**src/rtl/fb_write_arbiter.sv**
```systemverilog
// -----------------------------------------------------------------------------
// fb_write_arbiter
//
// Shares the single framebuffer write port between NUM_REQ render clients
// (HUD number renderer, map tile blitter, sprite drawer, ...). Each client
// presents a valid/ready handshake. Grants rotate round-robin; a grant is
// released when its owner drops valid or after MAX_BURST accepted writes, and
// the next owner is picked in the same cycle so rotation costs no bubble.
// Accepted writes are registered toward VRAM. A write whose address lies
// outside 0..FB_WORDS-1 is still accepted but dropped, and flags err_oob.
//
// Optional feature macro: FB_ARB_FIXED_PRIO_EN
//   When defined, every arbitration point picks the lowest-index valid
//   requester (requester 0 has strict priority, for HUD-over-map overlay).
//   MAX_BURST still forces a release, but the re-pick may return the same
//   requester. When undefined, arbitration is round-robin.
//
// Ports:
//   clk        in   system clock
//   rstn       in   synchronous active-low reset
//   req_valid  in   [NUM_REQ]          per-requester write request
//   req_ready  out  [NUM_REQ]          per-requester accept (decoded from state)
//   req_addr   in   [NUM_REQ*ADDR_W]   packed addresses, req i at [i*ADDR_W +: ADDR_W]
//   req_data   in   [NUM_REQ*DATA_W]   packed pixel data, same packing
//   dst_addr   out  [ADDR_W]           framebuffer write address (registered)
//   dst_data   out  [DATA_W]           framebuffer write data (registered)
//   dst_wr     out                     one-cycle write strobe per performed write
//   grant_id   out  [clog2(NUM_REQ)]   current/last granted requester
//   busy       out                     high while a grant is held
//   err_oob    out                     sticky out-of-range drop flag
// -----------------------------------------------------------------------------
module fb_write_arbiter #(
  parameter int NUM_REQ   = 4,
  parameter int ADDR_W    = 19,
  parameter int DATA_W    = 16,
  parameter int MAX_BURST = 16,
  parameter int FB_WORDS  = 307200
) (
  input  logic                        clk,
  input  logic                        rstn,
  input  logic [NUM_REQ-1:0]          req_valid,
  output logic [NUM_REQ-1:0]          req_ready,
  input  logic [NUM_REQ*ADDR_W-1:0]   req_addr,
  input  logic [NUM_REQ*DATA_W-1:0]   req_data,
  output logic [ADDR_W-1:0]           dst_addr,
  output logic [DATA_W-1:0]           dst_data,
  output logic                        dst_wr,
  output logic [$clog2(NUM_REQ)-1:0]  grant_id,
  output logic                        busy,
  output logic                        err_oob
);

  localparam int GW = $clog2(NUM_REQ);
  localparam int BW = (MAX_BURST > 1) ? $clog2(MAX_BURST) : 1;
  localparam logic [BW-1:0]     BURST_LAST = BW'(MAX_BURST - 1);
  // One extra bit so the limit itself is representable next to the address.
  localparam logic [ADDR_W:0]   FB_LIMIT   = (ADDR_W + 1)'(FB_WORDS);
  localparam logic [GW-1:0]     GRANT_INIT = GW'(NUM_REQ - 1);

  typedef enum logic [0:0] {
    ST_IDLE  = 1'b0,
    ST_GRANT = 1'b1
  } state_e;

  state_e              state_r, state_s;
  logic [GW-1:0]       grant_r, grant_s;
  logic [GW-1:0]       last_grant_r, last_grant_s;
  logic [BW-1:0]       burst_cnt_r, burst_cnt_s;
  logic                release_s;
  logic                xfer_s;
  logic                in_range_s;
  logic [ADDR_W-1:0]   sel_addr_s;
  logic [DATA_W-1:0]   sel_data_s;

  logic [ADDR_W-1:0]   dst_addr_r;
  logic [DATA_W-1:0]   dst_data_r;
  logic                dst_wr_r;
  logic                err_oob_r;

  // Arbitration pick. Round-robin scans after+1, after+2, ... so that 'after'
  // itself is the last candidate; fixed priority takes the lowest index.
  function automatic logic [GW-1:0] pick_next(input logic [NUM_REQ-1:0] valid,
                                              input logic [GW-1:0]      after);
    logic [GW-1:0] pick;
`ifdef FB_ARB_FIXED_PRIO_EN
    pick = after;
    for (int i = NUM_REQ - 1; i >= 0; i--) begin
      if (valid[i]) begin
        pick = GW'(i);
      end else begin
        pick = pick;
      end
    end
`else
    logic found;
    int   idx;
    pick  = after;
    found = 1'b0;
    for (int k = 1; k <= NUM_REQ; k++) begin
      idx = (int'(after) + k) % NUM_REQ;
      if (!found && valid[idx]) begin
        pick  = GW'(idx);
        found = 1'b1;
      end else begin
        found = found;
      end
    end
`endif
    return pick;
  endfunction

  // Payload of the current owner and whether it lands inside the framebuffer.
  always_comb begin
    sel_addr_s = req_addr[grant_r*ADDR_W +: ADDR_W];
    sel_data_s = req_data[grant_r*DATA_W +: DATA_W];
    in_range_s = ({1'b0, sel_addr_s} < FB_LIMIT);
    xfer_s     = (state_r == ST_GRANT) && req_valid[grant_r];
  end

  // Next-state logic: grant selection, burst counting and release/re-pick.
  always_comb begin
    state_s      = state_r;
    grant_s      = grant_r;
    last_grant_s = last_grant_r;
    burst_cnt_s  = burst_cnt_r;
    release_s    = 1'b0;
    case (state_r)
      ST_IDLE: begin
        if (|req_valid) begin
          state_s     = ST_GRANT;
          grant_s     = pick_next(req_valid, last_grant_r);
          burst_cnt_s = {BW{1'b0}};
        end else begin
          state_s     = ST_IDLE;
        end
      end
      ST_GRANT: begin
        // Owner dropping valid ends the burst; so does its last allowed write.
        if (!req_valid[grant_r]) begin
          release_s = 1'b1;
        end else if (burst_cnt_r == BURST_LAST) begin
          release_s = 1'b1;
        end else begin
          burst_cnt_s = burst_cnt_r + BW'(1);
        end
        if (release_s) begin
          last_grant_s = grant_r;
          burst_cnt_s  = {BW{1'b0}};
          // Re-pick in the same cycle so the port never idles between owners.
          if (|req_valid) begin
            state_s = ST_GRANT;
            grant_s = pick_next(req_valid, grant_r);
          end else begin
            state_s = ST_IDLE;
          end
        end else begin
          state_s = ST_GRANT;
        end
      end
      default: begin
        state_s = ST_IDLE;
      end
    endcase
  end

  // Arbiter state registers.
  always_ff @(posedge clk) begin
    if (!rstn) begin
      state_r      <= ST_IDLE;
      grant_r      <= {GW{1'b0}};
      last_grant_r <= GRANT_INIT;
      burst_cnt_r  <= {BW{1'b0}};
    end else begin
      state_r      <= state_s;
      grant_r      <= grant_s;
      last_grant_r <= last_grant_s;
      burst_cnt_r  <= burst_cnt_s;
    end
  end

  // Registered write port; out-of-range writes are swallowed and flagged.
  always_ff @(posedge clk) begin
    if (!rstn) begin
      dst_addr_r <= {ADDR_W{1'b0}};
      dst_data_r <= {DATA_W{1'b0}};
      dst_wr_r   <= 1'b0;
      err_oob_r  <= 1'b0;
    end else begin
      dst_wr_r <= xfer_s && in_range_s;
      if (xfer_s && in_range_s) begin
        dst_addr_r <= sel_addr_s;
        dst_data_r <= sel_data_s;
      end else begin
        dst_addr_r <= dst_addr_r;
        dst_data_r <= dst_data_r;
      end
      if (xfer_s && !in_range_s) begin
        err_oob_r <= 1'b1;
      end else begin
        err_oob_r <= err_oob_r;
      end
    end
  end

  // Ready is a pure decode of the held grant, so it never depends on valid.
  always_comb begin
    req_ready = {NUM_REQ{1'b0}};
    if (state_r == ST_GRANT) begin
      req_ready[grant_r] = 1'b1;
    end else begin
      req_ready = {NUM_REQ{1'b0}};
    end
  end

  assign dst_addr = dst_addr_r;
  assign dst_data = dst_data_r;
  assign dst_wr   = dst_wr_r;
  assign grant_id = grant_r;
  assign busy     = (state_r == ST_GRANT);
  assign err_oob  = err_oob_r;

endmodule

```
**config.mk**
```make
export PLATFORM = sky130hd
export DESIGN_NAME = fb_write_arbiter
export DESIGN_NICKNAME = d
export VERILOG_FILES = /design/src/rtl/fb_write_arbiter.sv
export SDC_FILE = /design/constraint.sdc
export NUM_CORES = 1
export LEC_CHECK = 0
export BUFFER_PORTS_ARGS = -buffer_cell sky130_fd_sc_hd__buf_2
export CAP_MARGIN = 20
export CELL_PAD_IN_SITES_DETAIL_PLACEMENT = 1
export CELL_PAD_IN_SITES_GLOBAL_PLACEMENT = 1
export CORE_MARGIN = 5
export CORE_UTILIZATION = 30
export DETAILED_ROUTE_END_ITERATION = 8
export PLACE_DENSITY_LB_ADDON = 0.1
export RECOVER_POWER = 50
export SETUP_SLACK_MARGIN = 0.5
export SKIP_LAST_GASP = 1
export SLEW_MARGIN = 20
export SYNTH_ARGS = -nofsm -noshare
export SYNTH_HDL_FRONTEND = slang
export SYNTH_SLANG_ARGS = --single-unit
export TNS_END_PERCENT = 20
```
**constraint.sdc**
```tcl
create_clock -name clk -period 2.9 [get_ports clk]
set_input_delay 0.725 -clock clk [delete_from_list [all_inputs] [get_ports clk]]
set_output_delay 0.725 -clock clk [all_outputs]
set_load 0.02 [all_outputs]
```
Word level (Yosys, flattened, before mapping)
Index checks and enable logic that the tools add are counted.
{"block": "classes", "addsub": 9, "n_mul": 1, "n_lt_le_gt_ge": 11, "eq_ne": 7, "n_shift": 2, "mux": 73, "bitwise": 9, "n_reduce_logical": 29}
{"operator": "$shiftx 76x8->19", "count": 1}
{"operator": "$shiftx 64x7->16", "count": 1}
{"operator": "$mux 1", "count": 44}
{"operator": "$lt 3x4->1 const B", "count": 8}
{"operator": "$mux 2", "count": 11}
{"operator": "$mux 4", "count": 5}
{"operator": "$lt 19x19->1 const B", "count": 1}
{"operator": "$bmux 1 s2", "count": 9}
{"operator": "$reduce_or 2->1", "count": 8}
{"operator": "$logic_and 1x1->1", "count": 10}
{"operator": "$add 2x1->2 const B", "count": 4}
{"operator": "$add 2x2->2 const B", "count": 4}
{"operator": "$and 1x1->1 const A", "count": 8}
{"operator": "$pmux 4 s2", "count": 1}
{"operator": "$logic_not 1->1", "count": 7}
{"operator": "$mul 2x5->7 const B", "count": 1}
{"operator": "$ne 5x1->1 const B", "count": 1}
{"operator": "$add 4x1->4 const B", "count": 1}
{"operator": "$eq 4x4->1 const B", "count": 1}
{"operator": "$ne 2x1->1 const B", "count": 2}
{"operator": "$pmux 2 s2", "count": 1}
{"operator": "$reduce_and 4->1", "count": 1}
{"operator": "$reduce_or 4->1", "count": 1}
{"operator": "$lt 2x3->1 const B", "count": 1}
{"operator": "other kinds (9)", "count": 9}
{"block": "totals", "regBits": 46, "input_bits": 146, "output_inout_bits": 44, "wordCells": 149}

Logic depth before layout (Yosys ltp)
Gate-level depths: netlist of the first run.
{"block": "logic_depth", "depth_word": 28, "depth_mapped": 9, "depth_no_buf": 7}

Least setup slack after synthesis of the first run
OpenSTA, ideal clock, no wires.
{"block": "synth_timing", "kind": "register to register", "from": "reg grant_r[0] (netlist: grant_id[0])", "to": "reg grant_r[1] (netlist: grant_id[1])", "setup_time_ns": 0.070, "arrival_time_ns": 2.445, "t_required_ns": 2.830, "setup_slack_ns": 0.385, "path_stages_with_launch": 9, "path_buffers": 2, "synth_period_minus_slack_ns": 2.515, "path_cell_list": "dfxtp_1 > buf_6 > buf_2 > inv_1 > ha_1 > mux4_2 > a311o_1 > a311o_1 > a21oi_1"}
{"block": "synth_between", "elab_chain_cells": 26, "word_cells_on_any_way": 48, "classes_between": "add/sub: 4; eq/ne: 2; mux: 35; reduce/logical: 7"}
{"item": "start, declared", "line_no": "66", "text": "logic [GW-1:0] grant_r, grant_s;"}
{"item": "start signal, assigned", "line_no": "170", "text": "grant_r <= {GW{1'b0}};"}
{"item": "start signal, assigned", "line_no": "175", "text": "grant_r <= grant_s;"}
{"item": "$add 2x1->2", "line_no": "100", "text": "idx = (int'(after) + k) % NUM_REQ;"}
{"item": "$bmux 1 s2", "line_no": "101", "text": "if (!found && valid[idx]) begin"}
{"item": "$mux 1 (not written as such) (2 in a row)", "line_no": "101"}
{"item": "$mux 1", "line_no": "101"}
{"item": "$mux 1", "line_no": "150", "text": "if (|req_valid) begin"}
{"item": "$mux 1", "line_no": "146", "text": "if (release_s) begin"}
{"item": "$mux 1", "line_no": "127", "text": "case (state_r)"}
{"item": "$logic_not 1->1", "line_no": "101"}
{"item": "[9 not listed]"}
{"item": "$mux 1", "line_no": "146"}
{"item": "$mux 1", "line_no": "127"}
{"item": "$logic_not 1->1", "line_no": "101"}
{"item": "$logic_and 1x1->1", "line_no": "101"}
{"item": "$mux 2", "line_no": "101"}
{"item": "$mux 2", "line_no": "150"}
{"item": "$mux 2", "line_no": "146"}
{"item": "$pmux 2 s2", "line_no": "127"}
Parallel ways exist; a longest one is shown, timed or not. The select of a mux whose other input is x is not followed.
A chain may end at the register's enable or synchronous reset.

Worst setup path after layout of the first run
{"block": "layout_timing", "from": "reg grant_r[0] (netlist: grant_id[0])", "to": "out req_ready[2]"}
{"block": "layout_between", "elab_chain_cells": 5, "word_cells_on_any_way": 6, "classes_between": "order compare: 2; mux: 3; reduce/logical: 1"}
{"item": "$lt 2x3->1 (not written as such) / $ge 2x1->1 (equally long branches)", "line_no": "209", "text": "req_ready[grant_r] = 1'b1;"}
{"item": "$logic_and 1x1->1 (not written as such)", "line_no": "209"}
{"item": "$mux 1 (not written as such)", "line_no": "209"}
{"item": "$demux 1 s2 (*)", "line_no": "209"}
{"item": "$mux 4 (*)", "line_no": "208", "text": "if (state_r == ST_GRANT) begin"}
{"item": "end, declared", "line_no": "42", "text": "output logic [NUM_REQ-1:0] req_ready,"}
Mark *: on every way between the ends. The rest lies on a longest branch, timed or not.

==> results of run 1 <==
[layout make-up]
cell class	count	area [µm²]	area share [%]
tap	136	170.2	3.998
multi-input combinational	228	1972	46.33
clock inverter	2	10.01	0.2352
clock buffer	6	93.84	2.205
timing repair buffer	207	1070	25.13
inverter	5	18.77	0.4409
sequential	46	922.1	21.66
[power by group]
part | switching (mW) | total, mW | internal, mW
Combinational | 0.483 | 0.921 | 0.438
Clock | 0.222 | 0.441 | 0.219
Sequential | 0.0501 | 0.748 | 0.698
[flip-flops by register name, summed over array words and instances, names as in the netlist]
register and cells:
grant_id 2, busy 1, burst_cnt_r 4, dst_addr 19, dst_data 16, last_grant_r 2
err_oob 1, dst_wr 1
[logic make-up after synthesis]
logic type,count (synthesis)
flip-flops,46
AO/OA/AOI/OAI,63
multiplexers,40
AND/OR/NAND/NOR,120
buffers and inverters,36
adder cells (fa/ha/maj),5
[critical path, stage by stage (launching register included)]
cell	delay [ns]
dfxtp_1	0.67
inv_1	0.14
buf_4	0.18
ha_1	0.18
and2_1	0.14
buf_2	0.16
[stage by stage]
step,cell area (µm²),total power [mW]
3_3_place_gp,4120,1.655
4_1_cts,4239,2.134
2_1_floorplan,3097,1.396
6_report,4257,2.110
5_1_grt,4257,2.257
3_5_place_dp,4120,1.674
[worst max path at each step]
stage            startpoint  cells after the start  slack [ns]            to
3_5_place_dp   req_valid[3]                      7        0.45   dst_addr[2]
3_3_place_gp   req_valid[3]                      7        0.51   dst_addr[1]
4_1_cts         grant_id[0]                      5        0.50  req_ready[2]
5_1_grt         grant_id[0]                      5        0.28  req_ready[2]
6_report        grant_id[0]                      5        0.40  req_ready[2]
2_1_floorplan   grant_id[0]                      8        0.52   grant_id[1]
[layer usage]
| metal | vias to the layer above | global-route usage, % | routed length (µm) |
|---|---|---|---|
| met5 | - | 0 | 0 |
| met3 | 11 | 3.913 | 493 |
| li1 | 1522 | - | - |
| met1 | 1531 | 20.05 | 4489 |
| met2 | 86 | 33.33 | 5916 |
| met4 | 0 | 3.731 | 117 |
[layout by cell type (no fill, tap or decap), types with 2 or more instances in the layout]
master / n
clkbuf_1: 38
nand3b_1: 4
nor2b_1: 8
buf_2: 151
mux4_2: 39
ha_1: 5
clkbuf_8: 5
a31oi_1: 2
o211ai_1: 3
buf_4: 14
dfxtp_1: 45
a32oi_1: 2
nand3_1: 34
nand3_2: 5
buf_12: 2
clkinv_2: 2
o21ai_0: 30
nand2_1: 45
o21ai_2: 11
nor2_1: 9
a21oi_1: 6
and2_1: 4
nor3_1: 4
a311o_1: 2
inv_1: 5
[timing repair]
action | CTS | global route
setup endpoints to repair | 2 | 2
buffers inserted | 1 | 7
pin swaps | 0 | 0
gates resized for setup | 0 | 1
==> results.md, run 1 <==
* Reg2Reg Setup Slack at 0.49 ns
* Post-synth EDFFs at 0
* Cell depth of the worst hold path at 2
* Vias per std cell at 5.000
* Number of clock buffers inserted by TritonCTS at 5
* Setup Viol. Count Final at 0
* Lkg Pwr at 1.789 nW
* Count of nets left with antenna violations after detail routing at 0
* Main combinational cell family by area after synthesis: multiplexers
* Number of distinct library cells after synthesis at 41
* Number of search-and-repair iterations in the first detailed-routing pass at 4
* Maximum Capacitance Violations at 0
* Final core occ at 41.79%
* Overall via count from detail_route at 3150
* Category of the most critical setup path: flop to output port
* R2r startpoint: grant_id[0]
* Main flop type after synthesis: dfxtp_1
* Classification of the worst-slack hold path: flop to flop
* Accumulated negative setup slack at 0 ns
* Area share of xor/xnor cells in the synthesized design at 0%
* Worst-case setup margin in the final layout at 0.4025 ns
* Gr ovfl total at 0
* Synthesized net count at 461
* Die outline width at 111.6 µm
* Endpoint class of the critical path: output port
* Initial antenna violation count at 0
* Power density cells at 495.7 nW/µm²
* Cell with the most instances after synthesis: dfxtp_1
* Routed length per instance at 17.49 µm
* Sequential-to-total area share from yosys stat at 29.76%
* Depth of the most critical reg-to-reg path at 7
* Worst-case clock buffer depth at 2
* Number of warnings reported in the yosys synthesis log at 0
* Largest cells by area after synthesis: dfxtp_1 30%, mux4_2 28%, nand3_1 5.5%
* Global-route usage over all layers at 17.56%
* Synth top area share at 29.76%
* Data required time at the worst endpoint at 2.17 ns
* Ys async rst share at 0%
* Synth-to-Final Area Change at 37.57%
* Fill cell total of the finished layout at 1266
* Count of boundary I/O pins at 190
* Clock slew at the register clock pins of the worst setup and hold paths at 0.08 ns
* Post-route worst hold slack at 0.4571 ns
* Min-delay src: err_oob
* Final hold violation count at 0
* Inst Count DP at 614
* Via count of the first global-routing pass at 3391
* Latest clock arrival within the worst-skew pair at 0.30 ns
* CTS tree: done
* CTS H-tree depth at 2
* Starting DRC count in detailed routing at 143
* Hold Path End: err_oob
* Final period utilization at 86.12%
* Total of hold buffers inserted after clock tree synthesis at 0
* Area share of fa/ha/maj cells after synthesis at 2.022%
* Largest net degree at the start of global routing at 43
* Share of final-layout standard cells stronger than drive strength 1 at 47.98%
* Number of sinks handled by clock tree synthesis at 46
* Slew @ Worst Pin at 0.6784 ns
* Leading post-synthesis cells by instance count: 46 x dfxtp_1, 45 x nand2_1, 39 x mux4_2
* Unrepaired setup endpoints after global routing: false
* Die Ht at 111.6 µm
* Pre-CTS WS at 0.4519 ns
* Final RePlAce weighted congestion at 0.7810
* Final antenna diode count at 0
* Max-slew violation count at 0
* Dpl hpwl at 8854 µm
* Number of cells produced by synthesis at 310
* Arrival time at the worst endpoint at 1.77 ns
* Crit-path max FO at 10
* Mux share of post-synthesis cell area at 28.75%
* Worst slew slack as a fraction of its limit at 54.77%
* Max Fclk at 0.4004 GHz
* Rows at 37
* Simple-gate share of the synthesized area at 19.29%
* Area of the core at 10180 µm²
* Post-Syn Area per Cell at 9.981 µm²
* Critical R2R Capture: dst_addr[2]
* Detailed-route wire length at 11020 µm
* DRC violations left at 0
* Outcome: completed
* Number of nets in the final layout at 644
* Cell at the root of the clock tree: clkbuf_8
* Flip-flop and latch count after synthesis at 46
* Global-route wire length before repair at 17710 µm
* Biggest area consumer among synthesized cells: dfxtp_1
* Setup Skew at 0.005785 ns
* Port Buf Inserts at 189
* Final min period at 2.497 ns
* Initial core utilization at 30.38%
* Post-synth design cell area at 3094 µm²
* Share of the synthesized area in compound gates (AO/OA/AOI/OAI) at 13.67%
* Max rail drop VDD at 0.0001744 V
* Fin cells at 630
* Nature of the critical path startpoint: flop
* Die footprint at 12450 µm²
Note: power is estimated with default switching activity, not from simulation.
==> inputs of run 2 (changes only) <==
--- a/config.mk
+++ b/config.mk
@@ -11,6 +11,7 @@
 export CELL_PAD_IN_SITES_GLOBAL_PLACEMENT = 1
 export CORE_MARGIN = 5
 export CORE_UTILIZATION = 30
+export CTS_BUF_LIST = sky130_fd_sc_hd__clkbuf_4 sky130_fd_sc_hd__clkbuf_8
 export DETAILED_ROUTE_END_ITERATION = 8
 export PLACE_DENSITY_LB_ADDON = 0.1
 export RECOVER_POWER = 50
==> run 2 against run 1 <==
Total power increased by 1.6%. Clock skew hardly changed. Combinational power about the same. Wire length hardly changed. Hold slack about the same. Worst setup slack worse by 0.0029 ns. Highest routed layer unchanged.
==> results.md, run 2 (same netlist as run 1, synthesis figures left out) <==
* Outcome: completed (unchanged)
* Data required time at the worst endpoint at 2.17 ns (about the same)
* CTS tree: done (unchanged)
* Max-slew violation count at 0 (unchanged)
* Nature of the critical path startpoint: flop (unchanged)
* Latest clock arrival within the worst-skew pair at 0.30 ns (about the same)
* Number of search-and-repair iterations in the first detailed-routing pass at 4 (unchanged)
* Die footprint at 12450 µm² (unchanged)
* Routed length per instance at 17.50 µm (was 17.49 µm)
* Largest register FFs at 19 (unchanged)
* Overall via count from detail_route at 3150 (unchanged)
* Fill cell total of the finished layout at 1265 (was 1266)
* Setup Viol. Count Final at 0 (unchanged)
* Rows at 37 (unchanged)
* Slowest CP cell: dfxtp_1 (unchanged)
* Setup Skew at 0.006000 ns (was 0.005785 ns)
* DRC violations left at 0 (unchanged)
* Final hold violation count at 0 (unchanged)
* Area of the core at 10180 µm² (unchanged)
* Unrepaired setup endpoints after global routing: false (unchanged)
* Most common cell after layout, fill and taps aside: buf_2 (unchanged)
* Max Fclk at 0.3999 GHz (was 0.4004 GHz)
* Share of final-layout standard cells stronger than drive strength 1 at 47.98% (unchanged)
* Final antenna diode count at 0 (unchanged)
* Worst path max stage delay at 0.67 ns (about the same)
* Final Instance Area at 4262 µm² (was 4257 µm²)
* Lkg Pwr at 1.790 nW (was 1.789 nW)
* Worst slew slack as a fraction of its limit at 54.77% (unchanged)
* Number of clock buffers inserted by TritonCTS at 5 (unchanged)
* Starting DRC count in detailed routing at 143 (unchanged)
* Port Buf Inserts at 189 (unchanged)
* Clock slew at the register clock pins of the worst setup and hold paths at 0.08 ns (about the same)
* Worst-case clock buffer depth at 2 (unchanged)
* Largest net degree at the start of global routing at 43 (unchanged)
* Global-route wire length before repair at 17710 µm (unchanged)
* Category of the most critical setup path: flop to output port (unchanged)
* Number of nets in the final layout at 644 (unchanged)
* Count of nets left with antenna violations after detail routing at 0 (unchanged)
* Max rail drop VDD at 0.0002073 V (was 0.0001744 V)
* Initial core utilization at 30.38% (unchanged)
* Accumulated negative setup slack at 0 ns (unchanged)
* Number of sinks handled by clock tree synthesis at 46 (unchanged)
* Vias per std cell at 5.000 (unchanged)
* Highest-count cells in the layout ignoring fill and taps: 151 x buf_2, 45 x nand2_1, 45 x dfxtp_1 (unchanged)
* Total of hold buffers inserted after clock tree synthesis at 0 (unchanged)
* Initial antenna violation count at 0 (unchanged)
* Power density cells at 503.2 nW/µm² (was 495.7 nW/µm²)
* Synth-to-Final Area Change at 37.73% (was 37.57%)
* CTS H-tree depth at 2 (unchanged)
* Area post-placement at 4120 µm² (unchanged)
* Dpl hpwl at 8854 µm (unchanged)
* Count of boundary I/O pins at 190 (unchanged)
* Final period utilization at 86.22% (was 86.12%)
* Gr ovfl total at 0 (unchanged)
* Final min period at 2.500 ns (was 2.497 ns)
* Endpoint class of the critical path: output port (unchanged)
* Detailed-route wire length at 11030 µm (was 11020 µm)
* Pre-CTS WS at 0.4519 ns (unchanged)
* Arrival time at the worst endpoint at 1.78 ns (was 1.77 ns)
* Die outline width at 111.6 µm (unchanged)
* Worst-case setup margin in the final layout at 0.3996 ns (was 0.4025 ns)
* Maximum Capacitance Violations at 0 (unchanged)
* Cells along the critical path: inv_1 > buf_4 > ha_1 > and2_1 > buf_2 (unchanged)
* Via count of the first global-routing pass at 3391 (unchanged)
* Global-route usage over all layers at 17.56% (unchanged)
* Post-route worst hold slack at 0.4571 ns (about the same)
* Die Ht at 111.6 µm (unchanged)
* Crit-path max FO at 10 (unchanged)
* Slew @ Worst Pin at 0.6784 ns (unchanged)
* Cell at the root of the clock tree: clkbuf_8 (unchanged)
* Final RePlAce weighted congestion at 0.7810 (unchanged)
* Classification of the worst-slack hold path: flop to flop (unchanged)
[run 2: cell type report]
type / count / area (µm²) / share of cell area, %
Tap cell: 136 / 170.2 / 3.993
Clock inverter: 3 / 40.04 / 0.9395
Timing Repair Buffer: 207 / 1070 / 25.10
Clock buffer: 5 / 68.82 / 1.615
Inverter: 5 / 18.77 / 0.4404
Sequential cell: 46 / 922.1 / 21.64
Multi-Input combinational cell: 228 / 1972 / 46.27
[run 2: path summary, 6_finish.rpt]
kind | startpoint | to | slack, ns | cells past startpoint
min reg2reg | err_oob | err_oob | 0.46 | 2
max | grant_id[0] | req_ready[2] | 0.40 | 5
max reg2reg | grant_id[0] | dst_addr[2] | 0.49 | 7
min | err_oob | err_oob | 0.46 | 2
[run 2: routing by layer]
metal	vias up	share of wire [%]	global-route usage (%)
met5	-	0	0
met1	1531	41	20.05
li1	1522	-	-
met4	0	1.1	3.731
met3	11	4.3	3.913
met2	86	54	33.33
[run 2: where the power goes]
part	internal [mW]	switching, mW
logic	0.438	0.483
clock network	0.254	0.222
registers	0.698	0.0501
total	1.39	0.755
[run 2: critical path: cells and delay by family (launching register included)]
| family | cells | cell delay [ns] |
|---|---|---|
| adder cells (fa/ha/maj) | 1 | 0.18 |
| buffers and inverters | 3 | 0.48 |
| flip-flops | 1 | 0.67 |
| AND/OR/NAND/NOR | 1 | 0.14 |
[run 2: stage by stage]
step	instances	total power [mW]	util, %
detailed placement	614	1.674	40.45
finish	630	2.145	41.84
global placement	614	1.655	40.45
CTS	623	2.168	41.67
global route	630	2.291	41.84
floorplan	310	1.396	-
[run 2: what timing repair did]
action,4_1_cts,5_1_grt
endpoints found under the setup margin,2,2
setup buffers,1,7
gates cloned,0,0
gates resized for setup,0,1
==> inputs of run 3 (changes only) <==
--- a/config.mk
+++ b/config.mk
@@ -15,7 +15,7 @@
 export DETAILED_ROUTE_END_ITERATION = 8
 export PLACE_DENSITY_LB_ADDON = 0.1
 export RECOVER_POWER = 50
-export SETUP_SLACK_MARGIN = 0.5
+export SETUP_SLACK_MARGIN = 0.1
 export SKIP_LAST_GASP = 1
 export SLEW_MARGIN = 20
 export SYNTH_ARGS = -nofsm -noshare
==> run 3 against run 2 <==
Core utilization is 0.95 points lower. Maximum frequency fell by 1.4%. Sequential power is 0.8% higher. Global-route usage down 0.57 points. Final cell count fell by 1.3%. Clock power decreased by 12%. Register-to-register slack worse by 0.13 ns. Sequential share of layout area grew 0.56 points. Critical endpoint is now dst_addr[2]. Largest power group unchanged. Highest routed layer unchanged.
==> results.md, run 3 (same netlist as run 1, synthesis figures left out) <==
* Outcome: completed (unchanged)
* Highest-count cells in the layout ignoring fill and taps: 150 x buf_2, 45 x nand2_1, 45 x dfxtp_1 (was 151 x buf_2, 45 x nand2_1, 45 x dfxtp_1)
* Number of nets in the final layout at 636 (was 644)
* Total of hold buffers inserted after clock tree synthesis at 0 (unchanged)
* Detailed-route wire length at 10650 µm (was 11030 µm)
* Slew @ Worst Pin at 0.7088 ns (was 0.6784 ns)
* Final RePlAce weighted congestion at 0.8004 (was 0.7810)
* Final hold violation count at 0 (unchanged)
* Gr ovfl total at 0 (unchanged)
* Inst Count DP at 614 (unchanged)
* Data required time at the worst endpoint at 3.14 ns (was 2.17 ns)
* Number of clock buffers inserted by TritonCTS at 5 (unchanged)
* Dpl hpwl at 8919 µm (was 8854 µm)
* Max Fclk at 0.3943 GHz (was 0.3999 GHz)
* Register share of total power at 37.1% (was 34.9%)
* CTS tree: done (unchanged)
* Most common cell after layout, fill and taps aside: buf_2 (unchanged)
* Classification of the worst-slack hold path: flop to flop (unchanged)
* Number of sinks handled by clock tree synthesis at 46 (unchanged)
* Area used by multi-input combinational logic at 1972 µm² (unchanged)
* Count of boundary I/O pins at 190 (unchanged)
* Initial core utilization at 30.38% (unchanged)
* Count of buffers added by post-CTS timing repair for setup at 0 (was 1)
* Cells along the critical path: buf_4 > mux4_2 > and2_4 > o211ai_4 > buf_4 > nand3_1 > o21ai_2 (was inv_1 > buf_4 > ha_1 > and2_1 > buf_2)
* Arrival time at the worst endpoint at 2.77 ns (was 1.78 ns)
* Final min period at 2.536 ns (was 2.500 ns)
* Lkg Pwr at 1.734 nW (was 1.790 nW)
* Crit-path max FO at 27 (was 10)
* Accumulated negative setup slack at 0 ns (unchanged)
* Clock slew at the register clock pins of the worst setup and hold paths at 0.09 ns (was 0.08 ns)
* DRC violations left at 0 (unchanged)
* Worst slew slack as a fraction of its limit at 52.31% (was 54.77%)
* Global-route usage over all layers at 16.98% (was 17.56%)
* Initial antenna violation count at 0 (unchanged)
* Maximum Capacitance Violations at 0 (unchanged)
* Fin cells at 622 (was 630)
* Latest clock arrival within the worst-skew pair at 0.30 ns (about the same)
* Synth-to-Final Area Change at 34.61% (was 37.73%)
* Largest register FFs at 19 (unchanged)
* Max-slew violation count at 0 (unchanged)
* CTS H-tree depth at 2 (unchanged)
* Worst-case clock buffer depth at 2 (unchanged)
* FF/Latch Area at 924.6 µm² (was 922.1 µm²)
* Die footprint at 12450 µm² (unchanged)
* Category of the most critical setup path: flop to flop (was flop to output port)
* Slowest CP cell: dfxtp_1 (unchanged)
* Setup Skew at 0.008544 ns (was 0.006000 ns)
* Die outline width at 111.6 µm (unchanged)
* Final antenna diode count at 0 (unchanged)
* Internal power at 1.303 mW (was 1.390 mW)
* Overall via count from detail_route at 3125 (was 3150)
* Worst path buffer plus inverter count at 2 (was 3)
* Routed length per instance at 17.12 µm (was 17.50 µm)
* Psw at 729.5 µW (was 755.0 µW)
* Power density cells at 488.1 nW/µm² (was 503.2 nW/µm²)
* Max rail drop VDD at 0.0001901 V (was 0.0002073 V)
* Unrepaired setup endpoints after global routing: false (unchanged)
* Fill cell total of the finished layout at 1272 (was 1265)
* Number of gates given a new drive strength after cts at 0 (unchanged)
* Most frequent cell on the critical path: buf_4
* Rows at 37 (unchanged)
* Number of search-and-repair iterations in the first detailed-routing pass at 4 (unchanged)
* Fraction of power consumed by the clock network at 20.5% (was 22.2%)
* Endpoint class of the critical path: flop (was output port)
* Area of the core at 10180 µm² (unchanged)
* Worst path max stage delay at 0.64 ns (was 0.67 ns)
* Port Buf Inserts at 189 (unchanged)
* Final period utilization at 87.46% (was 86.22%)
* Sw Ratio at 35.88% (was 35.20%)
* Combinational Power Share at 42.4% (was 43.0%)
* Via count of the first global-routing pass at 3275 (was 3391)
* Setup Viol. Count Final at 0 (unchanged)
* Largest net degree at the start of global routing at 43 (unchanged)
* Cell at the root of the clock tree: clkbuf_8 (unchanged)
* Nature of the critical path startpoint: flop (unchanged)
* Count of nets left with antenna violations after detail routing at 0 (unchanged)
* Die Ht at 111.6 µm (unchanged)
* Vias per std cell at 5.024 (was 5.000)
* Share of final-layout standard cells stronger than drive strength 1 at 46.91% (was 47.98%)
* Global-route wire length before repair at 17250 µm (was 17710 µm)
* Starting DRC count in detailed routing at 86 (was 143)
* Kind of cell adding the most delay to the critical path: buffers and inverters (was flip-flops)
run 3: power by group through the flow:
stage               clock (mW)  combinational [mW]  sequential (mW)
floorplan                    0               0.570            0.824
finish                   0.417               0.862            0.754
global route             0.465               0.948            0.767
CTS                      0.442               0.895            0.754
detailed placement           0               0.893            0.769
global placement             0               0.881            0.765
run 3: area by class of cell:
type / count / share of cell area (%)
clock buffers: 7 / 2.163
clock inverters: 1 / 0.1202
inverters: 5 / 0.4506
multi-input cells: 228 / 47.34
flip-flops and latches: 46 / 22.20
well taps: 136 / 4.085
repair buffers: 199 / 23.64
run 3: per-layer routing:
layer	routed length [µm]	track usage, %	vias up	share of wire (%)
met5	0	0	-	0
met4	94	3.406	0	0.88
met3	456	3.261	7	4.3
met2	5615	30.76	92	53
met1	4480	21.05	1519	42
li1	-	-	1507	-
run 3: worst paths after layout:
kind | start | to | slack [ns] | cells past startpoint
min | dst_data[12] | dst_data[12] | 0.46 | 2
max reg2reg | grant_id[1] | dst_addr[2] | 0.36 | 7
min reg2reg | dst_data[12] | dst_data[12] | 0.46 | 2
max | grant_id[1] | dst_addr[2] | 0.36 | 7
run 3: metrics by stage:
stage / worst slack [ns] / hold WS (ns) / utilization, % / power [mW] / instance area [µm²]
2_1_floorplan: 0.3851 / 0.4572 / - / 1.394 / 3094
3_3_place_gp: 0.5182 / 0.4427 / 40.45 / 1.646 / 4120
3_5_place_dp: 0.4833 / 0.4481 / 40.45 / 1.661 / 4120
4_1_cts: 0.5306 / 0.4630 / 41.39 / 2.092 / 4215
5_1_grt: 0.1970 / 0.4889 / 40.90 / 2.180 / 4165
6_report: 0.3637 / 0.4612 / 40.90 / 2.033 / 4165
run 3: worst register-to-register path: stages (launching register included):
cell and delay [ns]:
dfxtp_1 0.64, buf_4 0.35, mux4_2 0.56, and2_4 0.21
o211ai_4 0.10, buf_4 0.38, nand3_1 0.16, o21ai_2 0.08
